`src/rtl/id_scan_arb.sv`:
```
// Round-robin arbiter that shares one identifier recognizer between two character channels.
// Optional idle timeout during streaming is enabled by defining ID_SCAN_TIMEOUT_EN.
module id_scan_arb #(
   parameter int LEN_W   = 4,
   parameter int TIMEOUT = 16
) (
   input  logic             clk,
   input  logic             rst_n,
   input  logic             req0_valid,
   input  logic [7:0]       req0_char,
   input  logic             req0_last,
   output logic             req0_ready,
   input  logic             req1_valid,
   input  logic [7:0]       req1_char,
   input  logic             req1_last,
   output logic             req1_ready,
   output logic             res_valid,
   output logic             res_src,
   output logic             res_match,
   output logic [LEN_W-1:0] res_len,
   output logic             res_abort,
   output logic             busy
);

   typedef enum logic [1:0] {S_IDLE, S_STREAM, S_REPORT} state_t;
   typedef enum logic [1:0] {R_START, R_ALPHA, R_DIGIT} rec_t;

   localparam logic [LEN_W-1:0] LEN_MAX = '1;

   state_t           state_q, state_d;
   rec_t             rec_q, rec_d;
   logic             grant_q, last_grant_q;
   logic [LEN_W-1:0] len_q, len_inc;
   logic             sel_valid, sel_last;
   logic [7:0]       sel_char;
   logic             accept, finish_tok, timeout_hit;

   function automatic logic is_letter(input logic [7:0] c);
      return (c >= "a" && c <= "z") || (c >= "A" && c <= "Z");
   endfunction

   function automatic logic is_digit(input logic [7:0] c);
      return c >= "0" && c <= "9";
   endfunction

   always_comb begin
      sel_valid = grant_q ? req1_valid : req0_valid;
      sel_char  = grant_q ? req1_char  : req0_char;
      sel_last  = grant_q ? req1_last  : req0_last;
   end

   assign accept     = (state_q == S_STREAM) && sel_valid;
   assign finish_tok = (accept && sel_last) || timeout_hit;
   assign len_inc    = (len_q == LEN_MAX) ? len_q : len_q + 1'b1;

   // A digit only extends a match once a letter has been seen.
   always_comb begin
      rec_d = R_START;
      if (is_letter(sel_char))
         rec_d = R_ALPHA;
      else if (is_digit(sel_char) && rec_q != R_START)
         rec_d = R_DIGIT;
   end

`ifdef ID_SCAN_TIMEOUT_EN
   localparam int IDLE_W = $clog2(TIMEOUT + 1);

   logic [IDLE_W-1:0] idle_q;
   logic              abort_q;

   assign timeout_hit = (state_q == S_STREAM) && !sel_valid &&
                        (idle_q == IDLE_W'(TIMEOUT - 1));

   always_ff @(posedge clk) begin
      if (!rst_n)
         idle_q <= '0;
      else if (state_q == S_STREAM && !sel_valid)
         idle_q <= idle_q + 1'b1;
      else
         idle_q <= '0;
   end

   always_ff @(posedge clk) begin
      if (!rst_n)
         abort_q <= 1'b0;
      else if (state_q == S_STREAM && finish_tok)
         abort_q <= timeout_hit;
   end

   assign res_abort = abort_q;
`else
   assign timeout_hit = 1'b0;
   assign res_abort   = 1'b0;
`endif

   // NOTE: reset is synchronous, so it lives inside the clocked block and is
   // sampled like any other input; every register here gets a reset value.
   always_ff @(posedge clk) begin
      if (!rst_n) begin
         state_q      <= S_IDLE;
         grant_q      <= 1'b0;
         last_grant_q <= 1'b1;
         rec_q        <= R_START;
         len_q        <= '0;
         res_src      <= 1'b0;
         res_match    <= 1'b0;
         res_len      <= '0;
      end else begin
         state_q <= state_d;
         case (state_q)
            S_IDLE: begin
               if (req0_valid || req1_valid) begin
                  grant_q <= (req0_valid && req1_valid) ? !last_grant_q : req1_valid;
                  rec_q   <= R_START;
                  len_q   <= '0;
               end
            end
            S_STREAM: begin
               if (accept) begin
                  rec_q <= rec_d;
                  len_q <= len_inc;
               end
               // Results are captured on the closing edge so they are valid during REPORT.
               if (finish_tok) begin
                  res_src   <= grant_q;
                  res_match <= !timeout_hit && (rec_d == R_DIGIT);
                  res_len   <= accept ? len_inc : len_q;
               end
            end
            S_REPORT: last_grant_q <= grant_q;
            default: ;
         endcase
      end
   end

   always_comb begin
      state_d = state_q;
      case (state_q)
         S_IDLE:   if (req0_valid || req1_valid) state_d = S_STREAM;
         S_STREAM: if (finish_tok) state_d = S_REPORT;
         S_REPORT: state_d = S_IDLE;
         default:  state_d = S_IDLE;
      endcase
   end

   always_comb begin
      req0_ready = 1'b0;
      req1_ready = 1'b0;
      busy       = (state_q != S_IDLE);
      res_valid  = (state_q == S_REPORT);
      if (state_q == S_STREAM) begin
         req0_ready = !grant_q;
         req1_ready = grant_q;
      end
   end

endmodule

```
`config.mk`:
```
export PLATFORM = sky130hd
export DESIGN_NAME = id_scan_arb
export DESIGN_NICKNAME = d
export VERILOG_FILES = /design/src/rtl/id_scan_arb.sv
export SDC_FILE = /design/constraint.sdc
export NUM_CORES = 1
export LEC_CHECK = 0
export ABC_CLOCK_PERIOD_IN_PS = 2550
export CORE_MARGIN = 4
export CORE_UTILIZATION = 47
export DETAILED_ROUTE_END_ITERATION = 12
export GPL_TIMING_DRIVEN = 0
export PLACE_DENSITY = 0.82
export SETUP_SLACK_MARGIN = 0.05
export SLEW_MARGIN = 25
export SYNTH_ARGS = -nofsm -noshare
export SYNTH_HDL_FRONTEND = slang
export SYNTH_SLANG_ARGS = --single-unit
```
`constraint.sdc`:
```
create_clock -name clk -period 2.55 [get_ports clk]
set_clock_uncertainty 0.15 [all_clocks]
set_input_delay 0.255 -clock clk [delete_from_list [all_inputs] [get_ports clk]]
set_output_delay 0.255 -clock clk [all_outputs]
set_load 0.02 [all_outputs]
```
* Word level (Yosys, flattened, before mapping) *
Index checks and enable logic that the tools add are counted.

cells by class
  multiplexer cells = 18
  div/mod/pow operators = 0
  add/sub/neg operators = 1
  order comparisons = 6
  multiply operators = 0
  shifts and indexed selects = 0
  equality and inequality tests = 7
  reductions and logical operators = 20
  bitwise logic cells = 0

operator list
  kind                                                                              count
  8-bit by 7-bit >= comparator with 1-bit output, second input constant             2
  8-bit by 7-bit less-or-equal comparator with 1-bit output, second input constant  2
  2-bit two-way mux                                                                 6
  4-bit two-way mux                                                                 3
  8-bit by 6-bit >= comparator with 1-bit output, second input constant             1
  8-bit by 6-bit less-or-equal comparator with 1-bit output, second input constant  1
  8-bit two-way mux                                                                 1
  2-bit one-hot mux with 2 select lines                                             2
  4-bit one-hot mux with 2 select lines                                             1
  2-bit AND reduction                                                               4
  1-bit logical AND                                                                 7
  2-bit != test, second input constant                                              3
  2-bit nonzero test                                                                3
  1-bit two-way mux                                                                 5
  4-bit by 1-bit adder with 4-bit output, second input constant                     1
  2-bit == test, second input constant                                              2
  4-bit == test, second input constant                                              1
  3-bit AND reduction                                                               1
  2-bit by 1-bit == test with 1-bit output, second input constant                   1
  1-bit logical NOT                                                                 2
  2-bit logical NOT                                                                 1
  1-bit logical OR                                                                  2

storage, ports and cells
  bits in writable memories = 0
  logic and storage cells = 60
  latch bits = 0
  bits of input ports = 22
  bits in read-only memories = 0
  register bits after elaboration = 16
  memories kept = 0

* Logic depth before layout (Yosys ltp) *
  depth after elaboration = 8
  gate-level depth with buffers = 6
  mapped depth without buffers = 5

* Least setup slack after synthesis *
OpenSTA, ideal clock, no wires.

  kind = flip-flop to flip-flop
  start = register grant_q
  end = register res_src
  setup time = 120 ps
  setup slack = 1019 ps
  arrival = 1261 ps
  buffers on the path = 2
  stages on the path, launching flop included = 7
  data required time = 2280 ps
  path through = dfxtp_1 buf_6 mux2i_2 nor4b_4 buf_6 mux2i_1 nor2_1

on the way
  longest elaborated chain between the ends = 4

ends and longest elaborated chain
  what                           RTL line  RTL
  from (decl)                    32        logic grant_q, last_grant_q;
  from (signal assigned)         113       grant_q <= (req0_valid && req1_valid) ? !last_grant_q : req1_valid;
  1-bit two-way mux              47        sel_valid = grant_q ? req1_valid : req0_valid;
  1-bit logical AND              52        assign accept = (state_q == S_STREAM) && sel_valid;
  1-bit logical AND              53        assign finish_tok = (accept && sel_last) || timeout_hit;
  2-bit AND reduction (no line)  n/a
  to (signal assigned)           125       res_src <= grant_q;
  to (decl)                      18        output logic res_src,

Parallel ways exist; a longest one is shown, timed or not.
A chain may end at the register's enable or synchronous reset.

* Worst setup path in the final report *
  start = register grant_q
  end = output port req1_ready

on the way
  longest elaborated chain between the ends = 1

ends and longest elaborated chain
  what               RTL line  RTL
  1-bit two-way mux  151       if (state_q == S_STREAM) begin
  to (decl)          16        output logic req1_ready,

Every way passes these cells.

==> reports/qor.yml <==
routing:
  drt_wl_total_um: 2410
  drt-pass1-iter-count: 4
  viasPerCell: 5.69
  wire_per_inst_um: 14.2
  drtIter0Drc: 19
  ant_nets: 0
  vias: 967
  drcViolationCount: 0
clocking:
  cts.sinks: 16
  cts_hold_buf: 0
  clock_path_buffers: 2
  cts-htree-levels: 1
  post_cts_buffers: 0
  clk_latency_ns: 0.28
  ctsRootBufferMaster: "clkbuf_4"
  cts_made_buffers: 3
  tritoncts: "yes"
  clkSlewWorstSetupHoldPaths_ns: 0.10
  post_cts_resize_count: 0
hold_path:
  hold_path_end: "res_len[3]"
  hold_class: "register to register"
  holdCritStartpoint: "res_len[3]"
  worstHoldPathCells: 2
power_and_ir_drop:
  ir_drop_v: 0.000349
  power-per-cell-area_nw_per_um2: 439
  p_leak_nw: 0.477
setup_path:
  cp.buffers_inverters: 3
  cp_max_fo: 10
  cp_top_family: "buffers and inverters"
  r2r-start: "state_q[1]"
  cp_data_required_time_ns: 2.14
  cp-end-kind: "output pin"
  r2r_setup_slack_ns: 0.89
  cp.depth: 4
  r2r_cells: 4
  critPathSlowestCell: "clkdlybuf4s50_1"
  start_kind: "register"
  crit_chain: "buf_6, buf_2, and2_1, clkdlybuf4s50_1"
  max_stage_delay_ns: 0.60
  rr_endpoint: "len_q[1]"
  crit_arrival_ns: 1.78
  critical_path_class: "register to output pin"
synthesis:
  yosys.area.top_type_share_pct: 34.6
  seq_area_frac_synth_pct: 34.6
  yosys_warnings: 0
  yosys_register_bits: 16
  syn_avg_cell_area_sq_um: 8.42
  syn_nets: 133
  synthCells: 110
  synth_top_cell_by_area: "dfxtp_1"
  synth.top_cells.by_area: "dfxtp_1, mux2i_1, nor2_1"
  synthDistinctLibCells: 43
  synth_area_sq_um: 926
flow_run:
  drv_cap: 0
layout:
  final_cell_mix: "clkdlybuf4s50_1, dfxtp_1, nor2_1, nand2_1, nand3_1"
  areaGrowthSynthToFinish_pct: 40.8
  fillerInstances: 144
  layout_commonest_cell: "clkdlybuf4s50_1"
  antenna_cells: 0
  drive_above_1_share_pct: 8.97
  fin_nets: 169
  post-route-util_pct: 72.4
  stdcell_count: 170
  design_area_sq_um: 1300
placement:
  dp.cells: 166
  portBuffers: 31
  dp_hpwl_um: 1930
  place_area_sq_um: 1270
  place_congestion: 0.839
die:
  fp.dieArea_sq_um: 2740
  die_h_um: 52.4
  initial_core_util_pct: 51.4
  core_sq_um: 1800
  rows: 15
  die_w_um: 52.4
  ios: 33
sta:
  fin_crit_sh_pct: 85.7
  fmax_mhz: 458
  rsz0062_at_grt: "no"
  min_period_ns: 2.18
  fin_tns_setup_ns: 0
  finalMaxSlewViolations: 0
  finalHoldViolations: 0
  setup_viol: 0
grt:
  grt_pass1_vias: 959
  overflow: 0
  grt_first_pass_wirelength_um: 3970
  grt_use_total_pct: 18.9
  grt_antenna_before_repair: 0
  grt_max_degree: 11
status:
  outcome: "complete, no violations"
[worst max-delay path by stage]
| stage | start | to | slack, ns |
|---|---|---|---|
| 2_1_floorplan | grant_q | res_src | 1.02 |
| 3_3_place_gp | req0_valid | res_src | 0.57 |
| 3_5_place_dp | req0_valid | res_src | 0.54 |
| 4_1_cts | grant_q | req1_ready | 0.36 |
| 5_1_grt | grant_q | req1_ready | 0.24 |
| 6_report | grant_q | req1_ready | 0.37 |
[power breakdown]
group	switching [mW]	internal, mW	leakage, nW
Clock	0.0803	0.0868	0.0210
Sequential	0.00767	0.257	0.130
Combinational	0.0682	0.0723	0.326
[sequential cells by signal (all words and copies together) (netlist names)]
| signal | cells |
|---|---|
| len_q | 4 |
| last_grant_q | 1 |
| res_len | 4 |
| res_match | 1 |
| state_q | 2 |
| res_src | 1 |
| rec_q | 2 |
| grant_q | 1 |
[stage by stage]
stage | worst slack, ns | hold slack [ns] | power (mW)
after floorplan | 1.02 | 0.221 | 0.344
after global placement | 0.573 | 0.305 | 0.408
after detailed placement | 0.538 | 0.314 | 0.411
after CTS | 0.361 | 0.334 | 0.576
after global routing | 0.245 | 0.353 | 0.601
final | 0.365 | 0.328 | 0.573
[cell families (layout without fill, tap and decap cells)]
group,Yosys count,in the layout,synth area share [%]
compound gates,28,28,21.4
buf+inv,11,46,6.62
flops,16,16,34.6
fa+ha+maj,1,1,1.35
other cells,1,1,0.405
xor+xnor,1,1,0.946
mux,7,7,8.11
simple gates,45,45,26.6
[routing by layer]
layer / up-vias / track usage (%) / wire length, um
li1: 475 / - / -
met1: 439 / 20.2 / 943
met2: 49 / 35.5 / 1180
met3: 4 / 5.41 / 252
met4: 0 / 4.68 / 29
met5: - / 0 / 0
[synthesized netlist by cell type, drive strengths merged]
master / count
a21boi: 1
a21oi: 5
a32o: 3
a32oi: 1
and2: 1
and2b: 1
and3: 1
buf: 4
clkbuf: 1
conb: 1
dfxtp: 16
ha: 1
inv: 6
mux2: 1
mux2i: 6
nand2: 10
nand2b: 2
nand3: 7
nand4: 2
nor2: 10
nor2b: 2
nor3: 2
nor3b: 1
nor4: 2
nor4b: 2
o2111ai: 2
o211ai: 1
o21a: 1
o21ai: 6
o22ai: 4
o2bb2ai: 1
o31ai: 2
o32ai: 1
or3: 1
or4: 1
xor2: 1
[worst reg2reg max path: cells and delay by family, from the launching register on]
kind	cells	cell delay, ns
AO/OA/AOI/OAI	2	0.45
flip-flops	1	0.39
AND/OR/NAND/NOR	2	0.57
[cell type report]
type / count / area, sq um / share of cell area [%]
repair buffers: 31 / 310 / 23.8
well taps: 25 / 31.3 / 2.40
clock buffers: 4 / 36.3 / 2.78
multi-input cells: 83 / 544 / 41.7
plain buffers: 5 / 38.8 / 2.98
flip-flops and latches: 16 / 320 / 24.6
inverters: 6 / 22.5 / 1.73
Power figures use the tool's default switching activity.
